## src/rtl/dram_miss_sequencer_pkg.sv

```systemverilog
// Shared definitions for the DRAM miss sequencer.
// Holds the width constants, the queued request payload and the FSM state
// encoding. The top and the request FIFO both import it.
package dram_miss_sequencer_pkg;

  localparam int ADDR_W   = 22;  // cache line address
  localparam int UPPER_W  = 13;  // address bits [21:9]
  localparam int COMMON_W = 9;   // address bits [8:0], shared by read and victim
  localparam int LANE_W   = 128; // one cache line
  localparam int WAIT_W   = 10;  // WAIT_ACK cycle counter

  typedef struct packed {
    logic [ADDR_W-1:0]  addr_read;
    logic [UPPER_W-1:0] write_upper;
    logic               dirty;
    logic [LANE_W-1:0]  lane;
  } miss_req_t;

  typedef enum logic [1:0] {
    ST_IDLE     = 2'd0,
    ST_ISSUE    = 2'd1,
    ST_WAIT_ACK = 2'd2
  } seq_state_e;

endpackage

```

## src/rtl/dram_req_fifo.sv

```systemverilog
// Circular request FIFO for the miss sequencer.
// Ports:
//   clk, rst_n  - clock, asynchronous active-low reset (empties the queue)
//   push        - write push_data at the tail (caller only pushes when ready)
//   push_data   - payload of type T
//   pop         - discard the head entry
//   head        - current head entry (valid when !empty)
//   empty       - queue holds no entries
//   ready       - registered "not full"; 0 in reset, 1 on the first clock after
module dram_req_fifo #(
  parameter int  DEPTH = 2,
  parameter type T     = logic [7:0]
) (
  input  logic clk,
  input  logic rst_n,
  input  logic push,
  input  T     push_data,
  input  logic pop,
  output T     head,
  output logic empty,
  output logic ready
);

  localparam int PW = $clog2(DEPTH);
  localparam int CW = PW + 1;
  localparam logic [CW-1:0] FULL_CNT = CW'(DEPTH);

  T              mem [DEPTH];
  logic [PW-1:0] wr_ptr;
  logic [PW-1:0] rd_ptr;
  logic [CW-1:0] count;
  logic [CW-1:0] count_next;
  logic          do_pop;

  assign do_pop = pop && (count != '0);
  assign empty  = (count == '0);
  assign head   = mem[rd_ptr];

  always_comb begin
    count_next = count;
    if (push && !do_pop)
      count_next = count + 1'b1;
    else if (!push && do_pop)
      count_next = count - 1'b1;
  end

  // Storage carries no reset; validity is tracked by count alone.
  always_ff @(posedge clk) begin
    if (push)
      mem[wr_ptr] <= push_data;
  end

  // DEPTH is a power of two, so pointer overflow is the modulo wrap.
  always_ff @(posedge clk or negedge rst_n) begin
    if (!rst_n) begin
      wr_ptr <= '0;
      rd_ptr <= '0;
      count  <= '0;
      ready  <= 1'b0;
    end else begin
      if (push)
        wr_ptr <= wr_ptr + 1'b1;
      if (do_pop)
        rd_ptr <= rd_ptr + 1'b1;
      count <= count_next;
      // Looking at count_next makes ready fall right after the filling accept.
      ready <= (count_next != FULL_CNT);
    end
  end

endmodule

```

## src/rtl/dram_miss_sequencer.sv

```systemverilog
// Sequences cache-miss requests to a DRAM controller one at a time.
// Ports:
//   main_clk, main_rst_n            - clock, async active-low reset
//   req_*                           - miss request (valid/ready), queued
//   rsp_*                           - fetched line back to the cache (valid/ready)
//   *_side_dram                     - registered copy of the queue head plus a
//                                     one-cycle request pulse / ack pulse pair
//   err_timeout, err_spurious_ack   - sticky error flags
module dram_miss_sequencer
  import dram_miss_sequencer_pkg::*;
#(
  parameter int QUEUE_DEPTH    = 2,
  parameter int TIMEOUT_CYCLES = 1023
) (
  input  logic                main_clk,
  input  logic                main_rst_n,
  input  logic                req_valid,
  output logic                req_ready,
  input  logic [ADDR_W-1:0]   req_addr_read,
  input  logic [UPPER_W-1:0]  req_addr_write_upper,
  input  logic                req_dirty,
  input  logic [LANE_W-1:0]   req_lane_write,
  output logic                rsp_valid,
  input  logic                rsp_ready,
  output logic [ADDR_W-1:0]   rsp_addr,
  output logic [LANE_W-1:0]   rsp_lane,
  output logic [UPPER_W-1:0]  addr_req_read_dram_side_dram,
  output logic [UPPER_W-1:0]  addr_req_write_dram_side_dram,
  output logic [COMMON_W-1:0] addr_req_common_side_dram,
  output logic [LANE_W-1:0]   lane_from_cache_to_dram_side_dram,
  output logic                dram_controller_entry_dirty_side_dram,
  output logic                dram_controller_req_read_pulse_side_dram,
  input  logic                dram_controller_ack_read_pulse_side_dram,
  input  logic [LANE_W-1:0]   lane_from_dram_to_cache_side_dram,
  output logic                err_timeout,
  output logic                err_spurious_ack
);

  localparam logic [WAIT_W-1:0] TIMEOUT_LIM = WAIT_W'(TIMEOUT_CYCLES);

  seq_state_e        state;
  seq_state_e        state_next;
  miss_req_t         push_data;
  miss_req_t         head;
  logic              fifo_empty;
  logic              fifo_push;
  logic              ack;
  logic              load_head;
  logic              complete;
  logic              spurious;
  logic              req_pulse;
  logic [WAIT_W-1:0] wait_cnt;

  assign ack       = dram_controller_ack_read_pulse_side_dram;
  assign fifo_push = req_valid && req_ready;

  always_comb begin
    push_data             = '0;
    push_data.addr_read   = req_addr_read;
    push_data.write_upper = req_addr_write_upper;
    push_data.dirty       = req_dirty;
    push_data.lane        = req_lane_write;
  end

  dram_req_fifo #(
    .DEPTH (QUEUE_DEPTH),
    .T     (miss_req_t)
  ) u_fifo (
    .clk       (main_clk),
    .rst_n     (main_rst_n),
    .push      (fifo_push),
    .push_data (push_data),
    .pop       (complete),
    .head      (head),
    .empty     (fifo_empty),
    .ready     (req_ready)
  );

  // FSM state register
  always_ff @(posedge main_clk or negedge main_rst_n) begin
    if (!main_rst_n)
      state <= ST_IDLE;
    else
      state <= state_next;
  end

  // FSM next state: only start a fetch when the response slot is free or
  // is being drained this cycle.
  always_comb begin
    state_next = state;
    case (state)
      ST_IDLE:     if (!fifo_empty && (!rsp_valid || rsp_ready)) state_next = ST_ISSUE;
      ST_ISSUE:    state_next = ST_WAIT_ACK;
      ST_WAIT_ACK: if (ack) state_next = ST_IDLE;
      default:     state_next = ST_IDLE;
    endcase
  end

  // FSM outputs
  always_comb begin
    req_pulse = 1'b0;
    load_head = 1'b0;
    complete  = 1'b0;
    spurious  = 1'b0;
    case (state)
      ST_IDLE: begin
        load_head = (state_next == ST_ISSUE);
        spurious  = ack;
      end
      ST_ISSUE: begin
        req_pulse = 1'b1;
        spurious  = ack;
      end
      ST_WAIT_ACK: complete = ack;
      default: ;
    endcase
  end

  assign dram_controller_req_read_pulse_side_dram = req_pulse;

  // DRAM-side copy of the head: captured on the way into ISSUE and frozen
  // until the next issue, so it is steady through the ack cycle.
  always_ff @(posedge main_clk or negedge main_rst_n) begin
    if (!main_rst_n) begin
      addr_req_read_dram_side_dram          <= '0;
      addr_req_write_dram_side_dram         <= '0;
      addr_req_common_side_dram             <= '0;
      lane_from_cache_to_dram_side_dram     <= '0;
      dram_controller_entry_dirty_side_dram <= 1'b0;
    end else if (load_head) begin
      addr_req_read_dram_side_dram          <= head.addr_read[ADDR_W-1:COMMON_W];
      addr_req_write_dram_side_dram         <= head.write_upper;
      addr_req_common_side_dram             <= head.addr_read[COMMON_W-1:0];
      lane_from_cache_to_dram_side_dram     <= head.lane;
      dram_controller_entry_dirty_side_dram <= head.dirty;
    end
  end

  // Response register; a fresh load wins over the drain handshake.
  always_ff @(posedge main_clk or negedge main_rst_n) begin
    if (!main_rst_n) begin
      rsp_valid <= 1'b0;
      rsp_addr  <= '0;
      rsp_lane  <= '0;
    end else if (complete) begin
      rsp_valid <= 1'b1;
      rsp_addr  <= head.addr_read;
      rsp_lane  <= lane_from_dram_to_cache_side_dram;
    end else if (rsp_valid && rsp_ready) begin
      rsp_valid <= 1'b0;
    end
  end

  // WAIT_ACK watchdog: flags only, the FSM keeps waiting without reissue.
  always_ff @(posedge main_clk or negedge main_rst_n) begin
    if (!main_rst_n) begin
      wait_cnt         <= '0;
      err_timeout      <= 1'b0;
      err_spurious_ack <= 1'b0;
    end else begin
      if (state == ST_ISSUE)
        wait_cnt <= '0;
      else if (state == ST_WAIT_ACK && wait_cnt != '1)
        wait_cnt <= wait_cnt + 1'b1;
      if (state == ST_WAIT_ACK && wait_cnt >= TIMEOUT_LIM)
        err_timeout <= 1'b1;
      if (spurious)
        err_spurious_ack <= 1'b1;
    end
  end

endmodule

```

## config.mk

```make
export PLATFORM = sky130hd
export DESIGN_NAME = dram_miss_sequencer
export DESIGN_NICKNAME = d
export VERILOG_FILES = /design/src/rtl/dram_miss_sequencer_pkg.sv /design/src/rtl/dram_req_fifo.sv /design/src/rtl/dram_miss_sequencer.sv
export SDC_FILE = /design/constraint.sdc
export NUM_CORES = 1
export LEC_CHECK = 0
export CORE_AREA = 2 2 236 238
export DETAILED_ROUTE_END_ITERATION = 6
export DIE_AREA = 0 0 238 240
export GPL_TIMING_DRIVEN = 0
export PLACE_DENSITY = 0.81
export SLEW_MARGIN = 20
export SYNTH_ARGS = -nofsm -noshare
export SYNTH_HDL_FRONTEND = slang
export SYNTH_SLANG_ARGS = --single-unit
```

## constraint.sdc

```tcl
create_clock -name main_clk -period 8.5 [get_ports main_clk]
set_input_delay 1.7 -clock main_clk [delete_from_list [all_inputs] [get_ports main_clk]]
set_output_delay 1.7 -clock main_clk [all_outputs]
set_load 0.02 [all_outputs]
```

# Word level (Yosys, flattened, before mapping)

Memories as Yosys holds them, arrays and structs flattened.
Cells that the tools add are included.

Add/subtract/negate cells: 5
$mul: 0
Div/mod/pow operators: 0
Magnitude comparators: 1
Eq/ne operators: 5
Shift-type cells: 0
Multiplexer cells: 15
Bitwise gates (word level): 0
Reduce and logical (&&, ||, !) cells: 19

Operator list:

| cell                  | number |
|---|---|
| $mux 10               | 2 |
| $add 10x1->10 const B | 1 |
| $ge 10x10->1 const B  | 1 |
| $ne 10x10->1 const B  | 1 |
| $logic_and 1x1->1     | 8 |
| $mux 1                | 8 |
| $mux 2                | 4 |
| $pmux 2 s3            | 1 |
| $reduce_bool 2->1     | 3 |
| $eq 2x1->1 const B    | 2 |
| $logic_not 1->1       | 4 |
| $logic_not 2->1       | 2 |
| $add 1x1->1 const B   | 2 |
| $add 2x1->2 const B   | 1 |
| $eq 2x2->1 const B    | 1 |
| $ne 2x2->1 const B    | 1 |
| $reduce_or 2->1       | 1 |
| $sub 2x1->2 const B   | 1 |
| $logic_or 1x1->1      | 1 |

Bits in registers: 334
Latch bits: 0
Memory bits (writable): 328
Memory bits (read-only): 0
Output and inout bits: 319
Logic and storage cells: 62
Memories kept: 1

Memories:

| memory     | depth | bits a word | read ports | clocked after Yosys merged registers in | write ports | RTL line            | source |
|---|---|---|---|---|---|---|---|
| u_fifo.mem | 2     | 164         | 1          | 0                                       | 1           | dram_req_fifo.sv:28 | `T mem [DEPTH];` |

# Logic depth before layout (Yosys ltp)

Gate-level depths: netlist (run 1).

Depth in word-level cells: 7
Gate-level depth with buffers: 9

# Modules after synthesis

A second synthesis (run 1) with hierarchy kept.

Cell total of the unflattened synthesis: 1279
Area total of the unflattened synthesis: 24519.8 um^2

By module, submodules not included:

| module              | instances | cells each | area each (um^2) | sequential area each (um^2) |
|---|---|---|---|---|
| dram_miss_sequencer | 1         | 743        | 12404.4          | 8232.9 |
| dram_req_fifo       | 1         | 536        | 12115.4          | 9974.6 |

# Worst setup path after synthesis (run 1)

No wires, ideal clock.

Path type: input to register
Start: in req_valid
End: mem u_fifo.mem[0][0] in the netlist's numbering, enable pin
Setup time: 690 ps
Arrival: 8593 ps
Required time: 7810 ps
Path slack: -783 ps
Stages on the path: 2
Cells stage by stage: nand2_1 nor2_1

Word-level cells in the longest chain between the ends: 3

RTL lines:

| what                         | RTL line                  | source |
|---|---|---|
| from (decl)                  | dram_miss_sequencer.sv:17 | `input logic req_valid,` |
| $logic_and 1x1->1            | dram_miss_sequencer.sv:55 | `assign fifo_push = req_valid && req_ready;` |
| $mux 1                       | dram_req_fifo.sv:49       | `if (push)` |
| $mux 1 (implied by the code) | dram_req_fifo.sv:50       | `mem[wr_ptr] <= push_data;` |
| to (decl)                    | dram_req_fifo.sv:28       |  |

Every way passes these cells.

# Final worst setup path (run 1)

Start: reg state[1]
End: out dram_controller_req_read_pulse_side_dram

Word-level cells in the longest chain between the ends: 2

RTL lines:

| what                   | RTL line                   | source |
|---|---|---|
| from (decl)            | dram_miss_sequencer.sv:41  | `seq_state_e state;` |
| from (signal assigned) | dram_miss_sequencer.sv:84  | `state <= state_next;` |
| $eq 2x1->1             | dram_miss_sequencer.sv:105 | `case (state)` |
| $mux 1                 | dram_miss_sequencer.sv:105 |  |
| to (decl)              | dram_miss_sequencer.sv:32  | `output logic dram_controller_req_read_pulse_side_dram,` |

Every way passes these cells.

==> flow_summary.ini, run 1 <==
[status]
status = completed

[worst_setup_path]
r2r_end = addr_req_read_dram_side_dram[6]
worst-path-buf-inv = 3
crit_fanout = 10
cp-start-kind = register
criticalPathCategory = reg2out
ff2ff_path_depth = 7
arrival_ps = 2310
crit_slowest_cell = clkdlybuf4s50_1
reg2reg_from = u_fifo.count[0]
cp_slowest_stage_delay_ps = 690
r2r_slack_ps = 6050
path_delay_family = buffers and inverters
end_kind = output pin
critical_path_required_ps = 6800
crit_chain = buf_2 -> nand2b_1 -> inv_1 -> clkdlybuf4s50_1

[global_routing]
grt.total_usage = 0.232
grt_overflow = 0
grt_max_degree = 96
grt_pass1_vias = 16155
grt_pass1_wl_mm = 99.2
grt_util_met2 = 0.404
busiest_layer = met2
antenna_found_initial = 14
met1_usage = 0.266
grt_use_met3 = 0.0596

[min_path]
hold_class = reg2reg
hold_path_depth = 1
hold_path_end = err_spurious_ack
min_from = err_spurious_ack

[clocking]
cts_made_buffers = 69
clk_pin_slew_worst_paths_ps = 60
clock_sinks = 662
post-cts-setup-buffers = 0
cts_tree = yes
post_cts_resized = 0
cts-root-buf = clkbuf_16
clkLatencyLatePin_ps = 590
clockBufferDepth = 3
htreeDepth = 3
cts_hold_buf = 0

[yosys]
avgSynthCellArea_sq_um = 16.0
syn_nets = 1789
synth.yosys.seq_area_share = 0.762
ys_ff_latch = 662
synthDistinctLibCells = 42
synth_edf_count = 328
ys.warnings.count = 0
ys.flop_type = dfrtp_1
mappedNetlistArea_sq_um = 23900
postSynthCellCount = 1490
async_flop_share = 0.505

[route]
remaining_drc_errors = 0
ant_nets = 0
viasPerCell = 5.17
drt_iter0_drc = 810
finalWirelength_mm = 67.7
first_pass_iters = 5
post_drt_wl_per_cell_um = 22.9
vias = 15301

[sta]
finalHoldViolCount = 0
worst_pin_slew_ps = 845
setup_viol = 0
fin_crit_sh = 0.472
rsz0062_at_grt = no
slew_viol_final = 0
skew_ps = 29.5
slew_headroom = 0.437
period_minus_slack_ps = 4010
fmax_mhz = 249

[finish]
final_common_cell = clkdlybuf4s50_1
ff_latch_area_sq_um = 18200
multi_input_area_sq_um = 5230
final_cell_mix = clkdlybuf4s50_1 (614), dfrtp_1 (334), edfxtp_1 (328)
fin_cells = 2958
layout.nets = 2488
fillerInstances = 3918
drive_above_1_share = 0.127
area_delta_synth_final_pct = 40.0

[floorplanning]
core_sq_um = 54700
initial_core_util = 0.437
die_area_sq_um = 57100
ios = 616
rows = 86
die_w_um = 238
die_y_um = 240

[placed_design]
gp_congestion = 0.850
placed_cells = 2822
port_buffers = 615
dp_hpwl_mm = 48.7

[power_and_ir_drop]
p_seq_frac = 0.376
intPower_mw = 8.65
netSwitchingPower_mw = 4.86
peakVddDrop_mv = 0.240
p_leak_nw = 13.3
power.share.clock = 0.214
swShare = 0.360
power_density_nw_per_um2 = 404
combinationalPowerShare = 0.409
total_power_mw = 13.5

[job]
max-cap-violations = 0
worst max path at each step:
stage	from	to	slack, ps	cells after the start
4_1_cts	state[1]	dram_controller_req_read_pulse_side_dram	4470	4
6_report	state[1]	dram_controller_req_read_pulse_side_dram	4490	4
2_1_floorplan	req_valid	u_fifo.mem[0][0]	1990	2
3_3_place_gp	main_rst_n	lane_from_cache_to_dram_side_dram[109]	-9100	1
5_1_grt	state[1]	dram_controller_req_read_pulse_side_dram	4320	4
3_5_place_dp	rsp_ready	addr_req_read_dram_side_dram[6]	4550	7
layer usage:
| metal | routed length [um] | vias to the layer above |
|---|---|---|
| met5 | 55 | - |
| met4 | 3100 | 8 |
| met3 | 4950 | 137 |
| met2 | 34800 | 635 |
| met1 | 24900 | 7705 |
| li1 | - | 6816 |
synthesized netlist by cell type, drive strengths merged, types with 5 or more instances:
library cell,instances,area [sq um]
a21oi,5,25.0
buf,47,322
clkbuf,29,110
dfrtp,334,8360
edfxtp,328,9850
inv,7,26.3
mux2,129,1450
mux2i,164,1640
nand2,194,728
nand2b,5,31.3
nor2,13,48.8
o21ai,190,951
cells by family (layout without fill, tap and decap cells):
| group | after synthesis | after routing | share of synthesized area |
|---|---|---|---|
| DFF | 662 | 662 | 0.762 |
| other | 0 | 11 | 0 |
| muxes | 293 | 293 | 0.130 |
| xor gates and xnor gates | 5 | 5 | 0.00183 |
| buffers and inverters | 83 | 836 | 0.0192 |
| AOI/OAI and AO/OA | 214 | 214 | 0.0472 |
| and+or+nand+nor | 231 | 231 | 0.0389 |
| adders and majority gates | 2 | 2 | 0.00105 |
flip-flops by register name, summed over array words and instances, names as in the netlist:
name / cells
u_fifo.mem: 328
lane_from_cache_to_dram_side_dram: 128
rsp_lane: 128
rsp_addr: 22
addr_req_read_dram_side_dram: 13
addr_req_write_dram_side_dram: 13
wait_cnt: 10
addr_req_common_side_dram: 9
state: 2
u_fifo.count: 2
dram_controller_entry_dirty_side_dram: 1
err_spurious_ack: 1
err_timeout: 1
rsp_valid: 1
u_fifo.rd_ptr: 1
u_fifo.ready: 1
u_fifo.wr_ptr: 1
power groups by stage:
stage | Clock [mW] | Combinational, mW | Sequential [mW]
final | 2.90 | 5.53 | 5.09
after global routing | 3.09 | 5.87 | 5.19
after floorplan | 0 | 1.91 | 6.02
after global placement | 0 | 5.35 | 5.17
after detailed placement | 0 | 5.57 | 5.12
after CTS | 2.96 | 5.60 | 5.08
per-stage QoR:
| step | area (sq um) | setup slack [ps] | utilization | hold slack [ps] | TNS [ps] |
|---|---|---|---|---|---|
| global route | 33400 | 4320 | 0.612 | 473 | 0 |
| CTS | 33400 | 4470 | 0.611 | 460 | 0 |
| global placement | 30900 | -9100 | 0.566 | 440 | -3303730 |
| floorplan | 23900 | 1990 | - | 479 | 0 |
| finish | 33400 | 4490 | 0.612 | 457 | 0 |
| detailed placement | 31200 | 4550 | 0.571 | 446 | 0 |
layout make-up:
class	instances	area share
inverters	7	0.000786
well taps	704	0.0263
clock buffers	99	0.0574
plain buffers	76	0.0129
flip-flops and latches	662	0.545
clock inverters	26	0.00741
repair buffers	628	0.193
multi-input cells	745	0.156
diodes	11	0.000823
worst register-to-register path, delay by kind of cell (launching register included):
family | cells | cell delay [ps]
adder cells (fa/ha/maj) | 1 | 280
AND/OR/NAND/NOR | 1 | 630
buffers and inverters | 4 | 790
AO/OA/AOI/OAI | 1 | 260
flip-flops | 1 | 390
(Power assumes the default switching activity.)
==> inputs of run 2 (changes only) <==
==> constraint.sdc (replaced) <==
create_clock -name main_clk -period 3.2 [get_ports main_clk]
set_input_delay 0.64 -clock main_clk [delete_from_list [all_inputs] [get_ports main_clk]]
set_output_delay 0.64 -clock main_clk [all_outputs]
set_load 0.02 [all_outputs]
==> run 2 against run 1 <==
Compared with the run above: register-to-register slack worse by 5300 ps; critical path depth stayed put; sequential share of layout area is 0.37 points lower; hold slack better by 19 ps; wire length is 1.2% lower; setup slack worse by 4100 ps; clock power grew to 2.8 times the previous value; first-iteration DRC count is 1.6% higher; sequential power grew to 2.6 times the previous value; largest power group unchanged; flip-flop and latch count stayed put.
==> flow_summary.ini, run 2 (synthesized netlist as in run 1, its figures left out) <==
[worst_setup_path]
crit_slowest_cell = clkdlybuf4s50_1
crit_fanout = 10
reg2reg_from = u_fifo.count[0]
criticalPathCategory = reg2out
crit_chain = buf_2 -> nand2b_1 -> inv_1 -> clkdlybuf4s50_1
cp-start-kind = register
cp_slowest_stage_delay_ps = 650
end_kind = output pin
critical_path_required_ps = 2560
startpoint = state[1]
arrival_ps = 2200

[clocking]
clock_sinks = 662
clkLatencyLatePin_ps = 600
cts_made_buffers = 69
clockBufferDepth = 3
htreeDepth = 3
post_cts_resized = 0
cts_tree = yes
clk_pin_slew_worst_paths_ps = 60
cts-root-buf = clkbuf_16

[route]
finalWirelength_mm = 66.9
vias = 15246
remaining_drc_errors = 0
ant_nets = 0
post_drt_wl_per_cell_um = 22.6
viasPerCell = 5.14
first_pass_iters = 5
drt_iter0_drc = 823

[sta]
fmax_mhz = 352
finalHoldViolCount = 0
slew_viol_final = 0
skew_ps = 20.1
period_minus_slack_ps = 2840
worst_pin_slew_ps = 902
fin_crit_sh = 0.888
setup_viol = 0
rsz0062_at_grt = no
slew_headroom = 0.399

[finish]
drive_above_1_share = 0.131
largest_reg_flops = 328
layout.nets = 2492
reg_top3 = u_fifo.mem x328, lane_from_cache_to_dram_side_dram x128, rsp_lane x128
regMostFlops = u_fifo.mem
final_cell_mix = clkdlybuf4s50_1 (614), dfrtp_1 (334), edfxtp_1 (328)
final_area_sq_um = 33700
area_delta_synth_final_pct = 40.9
fillerInstances = 3947
final_common_cell = clkdlybuf4s50_1

[placed_design]
gp_congestion = 0.858
dp_hpwl_mm = 47.6
port_buffers = 615
dpl_cell_area_sq_um = 31300

[status]
status = completed

[power_and_ir_drop]
peakVddDrop_mv = 0.736
total_power_mw = 36.2
p_leak_nw = 13.4
power_density_nw_per_um2 = 1070

[floorplanning]
die_area_sq_um = 57100
rows = 86
die_w_um = 238
die_y_um = 240
initial_core_util = 0.437
ios = 616
core_sq_um = 54700

[global_routing]
grt_pass1_vias = 16303
grt_pass1_wl_mm = 98.5
grt_max_degree = 84
grt_overflow = 0
antenna_found_initial = 19
grt.total_usage = 0.232

[job]
max-cap-violations = 0

[min_path]
hold_class = in2async
-- run 2: cell count changes in the layout (fill, tap and decap cells not counted), moves of 2 or more --
| cell | delta |
|---|---|
| clkbuf_8 | +7 |
| diode_2 | +3 |
| clkinvlp_4 | -2 |
| clkinv_1 | -5 |
| clkbuf_16 | +4 |
| buf_16 | +3 |
-- run 2: cell type report --
cell class / count / area, sq um / area share
diodes: 14 / 35.0 / 0.00104
plain buffers: 76 / 432 / 0.0128
clock buffers: 110 / 2120 / 0.0629
clock inverters: 16 / 163 / 0.00483
inverters: 7 / 26.3 / 0.000781
multi-input cells: 745 / 5250 / 0.156
flip-flops and latches: 662 / 18200 / 0.541
well taps: 704 / 881 / 0.0262
repair buffers: 632 / 6550 / 0.195
-- run 2: metrics by stage --
step           std cells  utilization  TNS (ps)  worst slack (ps)  hold slack [ps]
2_1_floorplan       1490            -    -58470              -357              344
3_3_place_gp        2809        0.566  -5186130            -13440              452
3_5_place_dp        2825        0.573         0               238              463
4_1_cts             2952        0.615         0               311              455
5_1_grt             2962        0.616         0               249              486
6_report            2966        0.616         0               359              476
-- run 2: where the power goes --
group	total [mW]	leakage [nW]	switching (mW)	internal [mW]
combinational	14.7	5.15	8.25	6.49
sequential	13.4	7.11	1.35	12.1
clock	7.98	1.12	3.25	4.73
total	36.2	13.4	12.9	23.3
-- run 2: path summary, 6_finish.rpt --
check | end | slack, ps | cells past startpoint
max reg2reg | lane_from_cache_to_dram_side_dram[38] | 750 | 9
min reg2reg | err_timeout | 480 | 1
max | dram_controller_req_read_pulse_side_dram | 360 | 4
min | rsp_lane[101] | 480 | 2
min in group main_clk | err_timeout | 480 | 1
max in group asynchronous | lane_from_cache_to_dram_side_dram[114] | 1500 | 4
-- run 2: routing by layer --
metal	track usage	part of all wire	vias up	wire [um]
li1	-	-	6819	-
met1	0.251	0.35	7585	23600
met2	0.397	0.51	632	33800
met3	0.0758	0.081	196	5440
met4	0.143	0.059	14	3960
met5	0	0.0016	-	104
-- run 2: repair_timing --
action,CTS,global route
buffers inserted,0,0
hold buffers,1,0
endpoints found under the hold margin,23,0
setup endpoints to repair,0,0
-- run 2: critical path: cells and delay by family (launching register included) --
family | cells | cell delay, ps
and+or+nand+nor | 1 | 210
DFF | 1 | 390
buffers and inverters | 3 | 1010
